## src/rtl/digi_ota_bank.sv

```systemverilog
// digi_ota_bank: bank of independent clocked comparator channels.
// Each channel synchronises a Vip/Vin pin pair, qualifies the winning
// direction over qual_len consecutive samples and drives out/out_oe,
// keeping the pad driven across a direction change and optionally
// holding the last decision while the inputs tie.
module digi_ota_bank #(
    parameter int NCH         = 4,
    parameter int SYNC_STAGES = 2,
    parameter int CNT_W       = 4,
    parameter int HOLD_W      = 8
) (
    input  logic              clk,
    input  logic              rst,
    input  logic [NCH-1:0]    vip,
    input  logic [NCH-1:0]    vin,
    input  logic [NCH-1:0]    ch_en,
    input  logic              mode_hold,
    input  logic [CNT_W-1:0]  qual_len,
    input  logic [HOLD_W-1:0] hold_max,
    output logic [NCH-1:0]    out,
    output logic [NCH-1:0]    out_oe,
    output logic [NCH-1:0]    evt
);

    typedef enum logic [1:0] {IDLE, QUAL, DRIVE, HOLD} state_t;

    // A qual_len of zero behaves exactly like one.
    logic [CNT_W-1:0] q_eff;
    assign q_eff = (qual_len == '0) ? CNT_W'(1) : qual_len;

    // Hold timer increment that sticks at all-ones instead of wrapping.
    function automatic logic [HOLD_W-1:0] tmr_sat_inc(input logic [HOLD_W-1:0] t);
        return (t == '1) ? t : t + HOLD_W'(1);
    endfunction

    for (genvar i = 0; i < NCH; i++) begin : g_ch
        logic [SYNC_STAGES-1:0] vp_sync, vn_sync;
        logic                   vp, vn, s_tie, s_dir;
        state_t                 state, state_nxt;
        logic                   dir, dir_nxt, cand, cand_nxt;
        logic                   from_act, from_act_nxt;
        logic [CNT_W-1:0]       cnt, cnt_nxt;
        logic [CNT_W:0]         cnt_inc;
        logic [HOLD_W-1:0]      tmr, tmr_nxt;
        logic                   out_q, oe_q, evt_q;
        logic                   out_nxt, oe_nxt, evt_nxt;

        assign vp      = vp_sync[SYNC_STAGES-1];
        assign vn      = vn_sync[SYNC_STAGES-1];
        assign s_tie   = (vp == vn);
        assign s_dir   = vp;
        assign cnt_inc = (CNT_W+1)'(cnt) + (CNT_W+1)'(1);

        // Input synchronisers; they keep running while the channel is disabled.
        always_ff @(posedge clk) begin
            if (rst) begin
                vp_sync <= '0;
                vn_sync <= '0;
            end else begin
                vp_sync <= {vp_sync[SYNC_STAGES-2:0], vip[i]};
                vn_sync <= {vn_sync[SYNC_STAGES-2:0], vin[i]};
            end
        end

        // Channel state and registered pad outputs.
        always_ff @(posedge clk) begin
            if (rst) begin
                state    <= IDLE;
                dir      <= 1'b0;
                cand     <= 1'b0;
                from_act <= 1'b0;
                cnt      <= '0;
                tmr      <= '0;
                out_q    <= 1'b0;
                oe_q     <= 1'b0;
                evt_q    <= 1'b0;
            end else begin
                state    <= state_nxt;
                dir      <= dir_nxt;
                cand     <= cand_nxt;
                from_act <= from_act_nxt;
                cnt      <= cnt_nxt;
                tmr      <= tmr_nxt;
                out_q    <= out_nxt;
                oe_q     <= oe_nxt;
                evt_q    <= evt_nxt;
            end
        end

        // Next-state decode; outputs follow the next state so they change on the commit edge.
        always_comb begin
            state_nxt    = state;
            dir_nxt      = dir;
            cand_nxt     = cand;
            from_act_nxt = from_act;
            cnt_nxt      = cnt;
            tmr_nxt      = tmr;
            evt_nxt      = 1'b0;
            if (!ch_en[i]) begin
                state_nxt    = IDLE;
                from_act_nxt = 1'b0;
                cnt_nxt      = '0;
                tmr_nxt      = '0;
            end else begin
                case (state)
                    IDLE: begin
                        if (!s_tie) begin
                            if (q_eff == CNT_W'(1)) begin
                                state_nxt = DRIVE;
                                dir_nxt   = s_dir;
                                evt_nxt   = 1'b1;
                                cnt_nxt   = '0;
                            end else begin
                                state_nxt    = QUAL;
                                cand_nxt     = s_dir;
                                cnt_nxt      = CNT_W'(1);
                                from_act_nxt = 1'b0;
                            end
                        end
                    end
                    QUAL: begin
                        if (s_tie) begin
                            cnt_nxt = '0;
                            if (from_act && mode_hold) begin
                                state_nxt = HOLD;
                                tmr_nxt   = HOLD_W'(1);
                            end else begin
                                state_nxt    = IDLE;
                                from_act_nxt = 1'b0;
                            end
                        end else if (s_dir == cand) begin
                            // >= so that lowering qual_len live commits on the next match
                            if (cnt_inc >= {1'b0, q_eff}) begin
                                state_nxt    = DRIVE;
                                dir_nxt      = cand;
                                evt_nxt      = 1'b1;
                                cnt_nxt      = '0;
                                from_act_nxt = 1'b0;
                            end else begin
                                cnt_nxt = cnt_inc[CNT_W-1:0];
                            end
                        end else begin
                            cand_nxt = s_dir;
                            cnt_nxt  = CNT_W'(1);
                        end
                    end
                    DRIVE: begin
                        if (s_tie) begin
                            if (mode_hold) begin
                                state_nxt = HOLD;
                                tmr_nxt   = HOLD_W'(1);
                            end else begin
                                state_nxt = IDLE;
                            end
                        end else if (s_dir != dir) begin
                            state_nxt    = QUAL;
                            cand_nxt     = s_dir;
                            cnt_nxt      = CNT_W'(1);
                            from_act_nxt = 1'b1;
                        end
                    end
                    HOLD: begin
                        if (s_tie) begin
                            if (!mode_hold || (hold_max != '0 && tmr >= hold_max)) begin
                                state_nxt = IDLE;
                                tmr_nxt   = '0;
                            end else begin
                                tmr_nxt = tmr_sat_inc(tmr);
                            end
                        end else if (s_dir == dir) begin
                            state_nxt = DRIVE;
                            tmr_nxt   = '0;
                        end else begin
                            state_nxt    = QUAL;
                            cand_nxt     = s_dir;
                            cnt_nxt      = CNT_W'(1);
                            from_act_nxt = 1'b1;
                            tmr_nxt      = '0;
                        end
                    end
                    default: state_nxt = IDLE;
                endcase
            end
            // QUAL entered from an active state keeps the old level on the pad.
            oe_nxt  = (state_nxt == DRIVE) || (state_nxt == HOLD) ||
                      ((state_nxt == QUAL) && from_act_nxt);
            out_nxt = oe_nxt & dir_nxt;
        end

        assign out[i]    = out_q;
        assign out_oe[i] = oe_q;
        assign evt[i]    = evt_q;
    end

endmodule

```

## config.mk

```make
export PLATFORM = sky130hd
export DESIGN_NAME = digi_ota_bank
export DESIGN_NICKNAME = d
export VERILOG_FILES = /design/src/rtl/digi_ota_bank.sv
export SDC_FILE = /design/constraint.sdc
export NUM_CORES = 1
export LEC_CHECK = 0
export CAP_MARGIN = 20
export CORE_MARGIN = 2
export CORE_UTILIZATION = 35
export CTS_BUF_LIST = sky130_fd_sc_hd__clkbuf_16
export DETAILED_ROUTE_END_ITERATION = 12
export PLACE_DENSITY = 0.48
export SKIP_CTS_REPAIR_TIMING = 1
export SYNTH_ARGS = -nofsm -noshare
export SYNTH_HDL_FRONTEND = slang
export SYNTH_SLANG_ARGS = --single-unit
```

## constraint.sdc

```tcl
create_clock -name clk -period 6.52 [get_ports clk]
set_input_delay 1.63 -clock clk [delete_from_list [all_inputs] [get_ports clk]]
set_output_delay 1.63 -clock clk [all_outputs]
set_load 0.005 [all_outputs]
```

==> run_results.csv <==
group,metric,value,unit
power_and_ir_drop,ir_worst_vdd,0.125,mV
synth,netlist_top_cells_count,"96 x dfxtp_1, 86 x nor2_1, 59 x a21oi_1, 59 x o21ai_0",
worst_setup_path,crit_type,"in -> reg",
sta,hold_violations,0,
floorplan,core,0.0194,mm²
floorplan,ios,39,
synth,syn_avg_cell_area,7.85,µm²
floorplan,initial_core_util,35.6,%
grt,grt_max_degree,21,
synth,syn_nets,958,
worst_hold_path,hold_path_class,"reg -> reg",
synth,ys_warn_count,0,
drt,wl,18000,µm
sta,slew_headroom,38.2,%
worst_setup_path,end_kind,"register",
drt,antenna_left,0,
drt,wl_per_cell,15.7,µm
drt,drt_first_pass_iters,5,
grt,track_usage,18.1,%
grt,antenna_found_initial,0,
synth,ys_async_sr_fraction,0,%
sta,rsz0062_at_grt,"false",
floorplan,die_h,144,µm
synth,synth-main-ff-cell,"dfxtp_1",
synth,synth.most_common_cell,"dfxtp_1",
floorplan,rows,51,
clocking,clk_pin_slew,70,ps
worst_setup_path,crit_buf_inv,2,
clocking,htreeDepth,3,
clocking,tritoncts,"built",
grt,grt_pass1_vias,5781,
clocking,clockBufferDepth,2,
power_and_ir_drop,leakage,2.90,nW
worst_setup_path,path_max_fanout,16,
sta,period_share,73.2,%
grt,grt_overflow,0,
worst_setup_path,critPathMaxStageDelay,560,ps
synth,synth-seq-area-share,27.9,%
synth,ys_ff_latch,96,
placed_design,place_congestion,0.850,
drt,drc,0,
worst_setup_path,path_cells,"clkdlybuf4s50_1, buf_4, or3_1, nand2b_1, ha_1, nand2b_1, a21o_1, a31o_2, or2_2, a311oi_1, o32ai_1, and2_1",
grt,grt_pass1_wl,29900,µm
clocking,clkLatencyLatePin,360,ps
finish,area_growth,11.2,%
floorplan,dieArea,0.0209,mm²
synth,synth_area,0.00690,mm²
synth,synth_area_leaders,"dfxtp_1 28%, ha_1 9.4%, nor2_1 4.7%",
floorplan,die_w,144,µm
drt,drtIter0Drc,307,
sta,finalCriticalPeriod,4770,ps
synth,synth_top_area_share,27.9,%
status,outcome,"complete, no violations",
placed_design,io_buffers,38,
sta,finalSetupTns,0,ps
power_and_ir_drop,power.density,181,mW/mm²
drt,vias,6240,
synth,synth_edf_count,0,
worst_setup_path,worst_path_dominant_cell_family,"simple AND/OR/NAND/NOR gates",
worst_setup_path,cpMostUsedCell,"nand2b_1",
finish,n_antenna_cell,0,
finish,nNetsFinal,957,
run,cap_violations,0,
placed_design,pre_cts_ws,1370,ps
clocking,cts_buffers,9,
worst_setup_path,worstPathArrival,5020,ps
drt,viasPerCell,5.44,
clocking,cts.sinks,96,
sta,worstMarginPinSlew,926,ps
worst_setup_path,required,6770,ps
finish,fillers,2041,
synth,syn_inst,879,
placed_design,post-dp-hpwl,13400,µm
sta,worst_slack,1750,ps
synth,synth.distinct_cells,78,
sta,drv_slew,0,
worst_setup_path,crit_path_start_kind,"primary input",
finish,final_layout_size_suffix_gt1_share,4.30,%
sta,fin_worst_skew,5.91,ps
synth,yosysTopAreaCell,"dfxtp_1",
worst_setup_path,critPathSlowestCell,"or3_1",
sta,setup_violations,0,
clocking,cts_root_buf,"clkbuf_16",
sta,fmax,0.209,GHz
-- per-stage QoR --
step / hold slack (ps) / instance area, µm² / power (mW) / instances / util, %
after CTS: 440 / 7670 / 1.41 / 1148 / 39.6
after global routing: 452 / 7670 / 1.45 / 1148 / 39.6
after global placement: 416 / 7340 / 0.793 / 1132 / 37.8
after floorplan: 414 / 6900 / 0.736 / 879 / -
final: 436 / 7670 / 1.39 / 1148 / 39.6
after detailed placement: 422 / 7340 / 0.791 / 1132 / 37.8
-- worst paths after layout --
path | startpoint | endpoint | slack, ps | cells past startpoint
worst max-delay path | qual_len[2] | g_ch[1].out_q | 1750 | 12
worst min-delay path | g_ch[3].vp_sync[0] | g_ch[3].vp_sync[1] | 440 | 1
worst max register to register | g_ch[2].cnt[2] | g_ch[2].out_q | 3650 | 10
worst min register to register | g_ch[3].vp_sync[0] | g_ch[3].vp_sync[1] | 440 | 1
-- registers in the layout (all words and copies together), names as in the netlist, 8 cells and up --
name,count
g_ch.cnt,16
g_ch.tmr,32
g_ch.vn_sync,8
g_ch.state,8
g_ch.vp_sync,8
-- layer usage --
layer	wire length [µm]	track usage, %	share of wire, %	vias to the layer above
met5	0	0	0	-
met2	8060	28.3	45	115
li1	-	-	-	3223
met4	293	5.77	1.6	0
met1	9050	25.4	50	2887
met3	582	2.81	3.2	15
-- logic make-up after synthesis --
kind of cell    share of synthesized area (%)
buf+inv                                  6.73
xor+xnor                                 3.93
compound gates                           26.0
simple gates                             25.2
fa+ha+maj                                9.43
flops                                    27.9
mux                                     0.889
-- final cells by class --
class	count	area (µm²)	share of cell area, %
multi-input cells	687	4510	58.8
well taps	265	332	4.32
inverters	41	154	2.01
clock buffers	9	225	2.93
clock inverters	7	110	1.43
repair buffers	43	418	5.45
flip-flops and latches	96	1920	25.0
-- placed cells by master (no fill, tap or decap), types with 6 or more instances in the layout --
master | synthesis | routed
dfxtp_1 | 96 | 96
nor2_1 | 86 | 86
a21oi_1 | 59 | 59
o21ai_0 | 59 | 59
nand2_1 | 52 | 52
ha_1 | 52 | 52
inv_1 | 40 | 41
clkdlybuf4s50_1 | 0 | 38
nor2b_1 | 34 | 34
nor3_1 | 30 | 30
nand2b_1 | 24 | 24
nand3_1 | 22 | 22
xnor2_1 | 20 | 20
a31oi_1 | 17 | 17
a22oi_1 | 14 | 14
nand3b_1 | 13 | 13
and3_1 | 13 | 13
nand4_1 | 12 | 12
a211oi_1 | 12 | 12
a21o_1 | 12 | 12
o211ai_1 | 12 | 12
xor2_1 | 11 | 11
o21a_1 | 9 | 9
clkbuf_16 | 0 | 9
nor4_1 | 8 | 8
nor3b_1 | 8 | 8
and2_1 | 7 | 7
a311oi_1 | 7 | 7
o2111ai_1 | 6 | 6
a21boi_0 | 6 | 6
-- power breakdown --
part	leakage (nW)	internal [mW]	switching (mW)
Clock	0.166	0.373	0.239
Sequential	0.778	0.596	0.0190
Combinational	1.95	0.0675	0.0950
Total	2.90	1.04	0.353
(Power assumes the default switching activity.)
